<file path="config.mk">
export PLATFORM = sky130hd
export DESIGN_NAME = spi_respond_data_flat
export DESIGN_NICKNAME = d
export VERILOG_FILES = /design/src/rtl/spi_link_pkg.sv /design/src/rtl/spi_respond_data_if.sv /design/src/rtl/spi_sync.sv /design/src/rtl/spi_respond_data.sv /design/src/flat_wrapper.sv
export SDC_FILE = /design/constraint.sdc
export NUM_CORES = 1
export LEC_CHECK = 0
export CAP_MARGIN = 20
export CORE_MARGIN = 2
export CORE_UTILIZATION = 30
export CTS_CLUSTER_DIAMETER = 150
export CTS_CLUSTER_SIZE = 28
export DETAILED_ROUTE_END_ITERATION = 6
export GPL_TIMING_DRIVEN = 0
export SYNTH_ARGS = -nofsm -noshare
export SYNTH_HDL_FRONTEND = slang
export SYNTH_SLANG_ARGS = --single-unit
</file>
<file path="constraint.sdc">
create_clock -name clk -period 5.5 [get_ports clk]
set_input_delay 0.825 -clock clk [delete_from_list [all_inputs] [get_ports clk]]
set_output_delay 0.825 -clock clk [all_outputs]
set_load 0.03 [all_outputs]
</file>
<file path="src/rtl/spi_link_pkg.sv">
// Shared SPI link definitions: frame layout and the responder FSM encoding.
// Used by both the response side and the request-side master.
package spi_link_pkg;

    localparam int FRAME_BITS = 16;
    localparam int SIN_BITS   = 12;
    localparam int ID_BITS    = 4;
    localparam int CNT_BITS   = 5;

    typedef enum logic [1:0] {
        IDLE   = 2'd0,
        SHIFT  = 2'd1,
        FINISH = 2'd2
    } link_state_e;

endpackage

</file>
<file path="src/rtl/spi_respond_data_if.sv">
// SPI bus bundle between the master and the data responder.
interface spi_respond_data_if;

    logic spi_clk;
    logic cs_n;
    logic mosi;
    logic miso;

    modport master (output spi_clk, output cs_n, output mosi, input miso);
    modport slave  (input spi_clk, input cs_n, input mosi, output miso);

endinterface

</file>
<file path="src/rtl/spi_sync.sv">
// Multi-stage synchronizer with one extra register for rise/fall edge detection.
// IDLE_LEVEL is the value the chain assumes under reset.
module spi_sync #(
    parameter int   STAGES     = 2,
    parameter logic IDLE_LEVEL = 1'b0
) (
    input  logic clk,
    input  logic reset,
    input  logic d,
    output logic q,
    output logic rise,
    output logic fall
);

    logic [STAGES-1:0] chain;
    logic              last;

    always_ff @(posedge clk) begin
        if (reset) begin
            chain <= {STAGES{IDLE_LEVEL}};
            last  <= IDLE_LEVEL;
        end else begin
            chain <= (chain << 1) | STAGES'(d);
            last  <= chain[STAGES-1];
        end
    end

    assign q    = chain[STAGES-1];
    assign rise = q & ~last;
    assign fall = ~q & last;

endmodule

</file>
<file path="src/rtl/spi_respond_data.sv">
// SPI mode-0 responder sending {sin_index, uart_id} MSB first from a shadow register.
// Optional SPI_RESPOND_RX_CMD_EN adds a mosi receive register with cmd_word/cmd_valid.
module spi_respond_data
    import spi_link_pkg::*;
#(
    parameter int SYNC_STAGES = 2
) (
    input  logic                  clk,
    input  logic                  reset,
    spi_respond_data_if.slave     bus,
    input  logic                  load,
    input  logic [SIN_BITS-1:0]   sin_index,
    input  logic [ID_BITS-1:0]    uart_id,
    output logic                  frame_done,
    output logic                  frame_error,
    output logic                  stale
`ifdef SPI_RESPOND_RX_CMD_EN
    ,
    output logic [FRAME_BITS-1:0] cmd_word,
    output logic                  cmd_valid
`endif
);

    localparam logic [CNT_BITS-1:0] FULL = CNT_BITS'(FRAME_BITS);

    link_state_e           state;
    logic [FRAME_BITS-1:0] shadow;
    logic [FRAME_BITS-1:0] shreg;
    logic [CNT_BITS-1:0]   cnt;
    logic                  miso_q;
    logic                  sclk_rise, sclk_fall, cs_rise, cs_fall;
    logic                  unused_sclk_lvl, unused_cs_lvl;
    logic                  cnt_full;

    spi_sync #(.STAGES(SYNC_STAGES), .IDLE_LEVEL(1'b0)) u_sync_sclk (
        .clk(clk), .reset(reset), .d(bus.spi_clk),
        .q(unused_sclk_lvl), .rise(sclk_rise), .fall(sclk_fall)
    );

    spi_sync #(.STAGES(SYNC_STAGES), .IDLE_LEVEL(1'b1)) u_sync_cs (
        .clk(clk), .reset(reset), .d(bus.cs_n),
        .q(unused_cs_lvl), .rise(cs_rise), .fall(cs_fall)
    );

    assign cnt_full = (cnt == FULL);
    assign bus.miso = miso_q;

    always_ff @(posedge clk) begin
        if (reset) begin
            state       <= IDLE;
            shadow      <= '0;
            shreg       <= '0;
            cnt         <= '0;
            miso_q      <= 1'b0;
            frame_done  <= 1'b0;
            frame_error <= 1'b0;
            stale       <= 1'b1;
        end else begin
            frame_done  <= 1'b0;
            frame_error <= 1'b0;
            if (load) begin
                shadow <= {sin_index, uart_id};
                stale  <= 1'b0;
            end
            case (state)
                IDLE: begin
                    miso_q <= 1'b0;
                    if (cs_fall) begin
                        shreg  <= shadow;
                        miso_q <= shadow[FRAME_BITS-1];
                        cnt    <= '0;
                        state  <= SHIFT;
                    end
                end
                SHIFT: begin
                    if (cs_rise) begin
                        miso_q <= 1'b0;
                        state  <= FINISH;
                    end else begin
                        if (sclk_rise && !cnt_full)
                            cnt <= cnt + 1'b1;
                        // Past bit 0 the line is held low for any extra clocks.
                        if (sclk_fall) begin
                            if (!cnt_full) begin
                                shreg  <= shreg << 1;
                                miso_q <= shreg[FRAME_BITS-2];
                            end else begin
                                miso_q <= 1'b0;
                            end
                        end
                    end
                end
                FINISH: begin
                    miso_q <= 1'b0;
                    state  <= IDLE;
                    if (cnt_full) begin
                        frame_done <= 1'b1;
                        if (!load)
                            stale <= 1'b1;
                    end else begin
                        frame_error <= 1'b1;
                    end
                end
                default: state <= IDLE;
            endcase
        end
    end

`ifdef SPI_RESPOND_RX_CMD_EN
    logic                  mosi_lvl;
    logic                  unused_mosi_rise, unused_mosi_fall;
    logic [FRAME_BITS-1:0] rx_reg;

    spi_sync #(.STAGES(SYNC_STAGES), .IDLE_LEVEL(1'b0)) u_sync_mosi (
        .clk(clk), .reset(reset), .d(bus.mosi),
        .q(mosi_lvl), .rise(unused_mosi_rise), .fall(unused_mosi_fall)
    );

    // mosi shares the spi_clk synchronizer depth, so both are aligned here.
    always_ff @(posedge clk) begin
        if (reset) begin
            rx_reg    <= '0;
            cmd_word  <= '0;
            cmd_valid <= 1'b0;
        end else begin
            cmd_valid <= 1'b0;
            if (state == SHIFT && !cs_rise && sclk_rise && !cnt_full)
                rx_reg <= {rx_reg[FRAME_BITS-2:0], mosi_lvl};
            if (state == FINISH && cnt_full) begin
                cmd_word  <= rx_reg;
                cmd_valid <= 1'b1;
            end
        end
    end
`else
    logic unused_mosi;
    assign unused_mosi = bus.mosi;
`endif

endmodule

</file>
<file path="src/flat_wrapper.sv">
// flat-port wrapper written by rule: the top's interface ports become plain ports
module spi_respond_data_flat import spi_link_pkg::*;
#(
    parameter int SYNC_STAGES = 2
)
  (clk, reset, load, sin_index, uart_id, frame_done, frame_error, stale, bus_spi_clk, bus_cs_n, bus_mosi, bus_miso);
  spi_respond_data_if bus_i ();
  input  logic clk;
  input  logic reset;
  input  logic load;
  input  logic [SIN_BITS-1:0] sin_index;
  input  logic [ID_BITS-1:0] uart_id;
  output logic frame_done;
  output logic frame_error;
  output logic stale;
  input wire logic [$bits(bus_i.spi_clk)-1:0] bus_spi_clk;
  input wire logic [$bits(bus_i.cs_n)-1:0] bus_cs_n;
  input wire logic [$bits(bus_i.mosi)-1:0] bus_mosi;
  output wire logic [$bits(bus_i.miso)-1:0] bus_miso;
  assign bus_i.spi_clk = bus_spi_clk;
  assign bus_i.cs_n = bus_cs_n;
  assign bus_i.mosi = bus_mosi;
  assign bus_miso = bus_i.miso;
  spi_respond_data #(.SYNC_STAGES(SYNC_STAGES)) u_core (.clk(clk), .reset(reset), .bus(bus_i), .load(load), .sin_index(sin_index), .uart_id(uart_id), .frame_done(frame_done), .frame_error(frame_error), .stale(stale));
endmodule
</file>
==> impl_metrics.ini <==
[cts]
cts_setup_buffers = 0
clock_path_buffers = 2
cts-hold-fix-buffers = 0
ctsHtreeMaxLevel = 2
root_buffer = clkbuf_8
cts_resized = 0
cts.clk_slew.worst_paths_ns = 0.09
tritoncts = done
clock_latency_ns = 0.30
clkSinkCount = 48
cts_made_buffers = 5

[global_route]
grt_usage_pct = 11.47
antenna_found_initial = 0
top_usage_layer = met2
grt_pass1_vias = 1514
globalRouteMet1Util_pct = 14.67
grt_max_degree = 16
grt_pass1_wl_mm = 6.748
use_met2_pct = 18.46
grt_use_met3_pct = 3.238
grt-ovfl-total = 0

[logic_synthesis]
synth_cell_types = 35
synth-adder-area-share_pct = 4.324
synth_commonest_cells = 51 x nor2_1, 48 x dfxtp_1, 16 x mux2i_1
yosysMostFrequentCell = nor2_1
syn_inst = 213
synth-edff-count = 0
synth.area.top_cells = dfxtp_1 47%, nor2_1 9.5%, mux2i_1 7.9%, o221a_1 7.8%, ha_1 4.3%
synth_simple_gate_area_share_pct = 20.88
synth_top_family_by_area = simple AND/OR/NAND/NOR gates
yosys.area.top_type_share_pct = 47.44
synth-compound-area-share_pct = 15.63
yosys_warnings = 0
synth.cell_area_mm2 = 0.002026
synthArstFlopShare_pct = 0
synth_xor_area_share_pct = 0
ys_seq_area_share_pct = 47.44
syn_area_per_cell_um2 = 9.510
muxShareOfSynthArea_pct = 7.906
synth_flop_cell = dfxtp_1
synth_nets = 242
ys_ff_latch = 48
yosys.area.top_type = dfxtp_1

[layout]
fin_nets = 271
diodes = 0
syn_to_final_growth_pct = 20.01
final_cell_area_mm2 = 0.002431
drive_gt1_share_pct = 6.996

[drt]
drt-wirelength-per-cell_um = 12.32
ant_nets = 0
drc = 0
dr.first_iter.drc_count = 34
vias = 1575
routed_wl_mm = 3.943
via_per_inst = 4.922
firstDrtPassIters = 4

[setup_path]
worst_path_max_delay_cell = clkdlybuf4s50_1
worstSetupPathType = reg2out
critical_path.max_stage_delay_ns = 0.68
critPathArrivalTime_ns = 1.32
cp.buffers_inverters = 1
startpoint = u_core.bus.miso
timing.rr.end = u_core.shreg[14]
cp-start-kind = flip-flop
worstPathCellList = clkdlybuf4s50_1
end_kind = primary output
crit_family = buffers and inverters
crit-reg2reg-launch = u_core.state[0]
reg2reg_slack_ns = 3.45
reg2regPathDepth = 8
crit_path_max_fanout = 2
crit_end = bus_miso
cp.depth = 1
cp.required_ns = 4.68

[timing]
finalSetupViolCount = 0
fin_setup_tns_ns = 0
tightest_slew_ns = 0.5189
min_period_ns = 2.148
fin_crit_sh_pct = 39.05
hold_viol_final = 0
fin_skew_ns = 0.01045
relSlewSlack_pct = 65.41
grt_setup_unrepaired = no
fmax_ghz = 0.4656
layout_setup_ws_ns = 3.352
hold_ws_ns = 0.4293
drv_slew = 0

[worst_hold_path]
holdPathStages = 1
worstHoldStart = u_core.u_sync_cs.chain[0]
hp-class = reg2reg

[floorplanning]
die_w_um = 86.17
ioPinCount = 26
core_area_mm2 = 0.006422
die_area_mm2 = 0.007425
die_y_um = 86.17
num_rows = 29
start_util_pct = 31.54

[pwr]
power_frac_comb_pct = 14.8
swShare_pct = 26.59
seqPwrFrac_pct = 55.2
p_leak_nw = 0.9276
cell_internal_pwr_mw = 0.5123
power_density_mw_per_mm2 = 287.1
switchingPower_mw = 0.1856
peakVddDrop_mv = 0.1437
pwr-share-clk_pct = 30.0

[run]
cap_violations = 0

[place]
place_hpwl_mm = 2.876
dpl_cell_area_mm2 = 0.002342
dp_slack_ns = 3.409
portBuffers = 22
routabilityCongestion = 0.8128

[status]
outcome = completed
## worst min-delay path by stage
| stage | endpoint | slack, ns |
|---|---|---|
| after CTS | u_core.u_sync_cs.chain[1] | 0.43 |
| final | u_core.u_sync_cs.chain[1] | 0.43 |
| after global placement | u_core.u_sync_cs.chain[1] | 0.40 |
| after floorplan | u_core.u_sync_cs.chain[1] | 0.39 |
| after global routing | u_core.u_sync_cs.chain[1] | 0.45 |
| after detailed placement | u_core.u_sync_cs.chain[1] | 0.41 |
## final cells by class
type | instances | area, um^2
plain buffers | 12 | 55.05
clock buffers | 6 | 72.57
clock inverters | 2 | 16.27
fillers | 666 | 3991
inverters | 6 | 22.52
multi-input cells | 147 | 987.2
flip-flops and latches | 48 | 960.9
well taps | 77 | 96.34
repair buffers | 22 | 220.2
## routing by layer
metal / up-vias / share of wire [%] / wire length [um]
li1: 810 / - / -
met1: 734 / 50 / 1963
met2: 26 / 45 / 1774
met3: 5 / 3.6 / 140
met4: 0 / 1.6 / 65
met5: - / 0 / 0
## sequential cells by signal (all words and copies together) (netlist names), 2 cells and up
register / count
u_core.shreg: 15
u_core.u_sync_cs.chain: 2
u_core.state: 2
u_core.u_sync_sclk.chain: 2
u_core.shadow: 16
u_core.cnt: 5
## power groups by stage
stage / clock network [mW] / registers (mW) / logic [mW]
after CTS: 0.216 / 0.385 / 0.105
after floorplan: 0 / 0.391 / 0.0709
after global routing: 0.232 / 0.388 / 0.117
after global placement: 0 / 0.393 / 0.103
final: 0.209 / 0.385 / 0.104
after detailed placement: 0 / 0.392 / 0.105
## logic make-up after synthesis
group           after synthesis
compound gates               38
fa+ha+maj                     7
buf+inv                      18
flops                        48
mux                          16
simple gates                 86
## per-stage QoR
step / util, % / total power, mW / instances
CTS: 37.85 / 0.7058 / 320
global placement: 36.47 / 0.4957 / 312
global route: 37.85 / 0.7367 / 320
finish: 37.85 / 0.6979 / 320
floorplan: - / 0.4622 / 213
detailed placement: 36.47 / 0.4972 / 312
## layout by cell type (no fill, tap or decap), types with 4 or more instances in the layout
cell type        instances
a211oi_1                 4
a21oi_1                  5
clkbuf_1                10
clkbuf_8                 5
clkdlybuf4s50_1         22
dfxtp_1                 48
ha_1                     7
inv_1                    6
mux2i_1                 16
nand2_1                  4
nand2b_1                 4
nand3_1                  5
nor2_1                  51
nor2b_1                  5
o21ai_0                  4
o221a_1                 14
No activity file was read; power rests on OpenSTA's default activity.
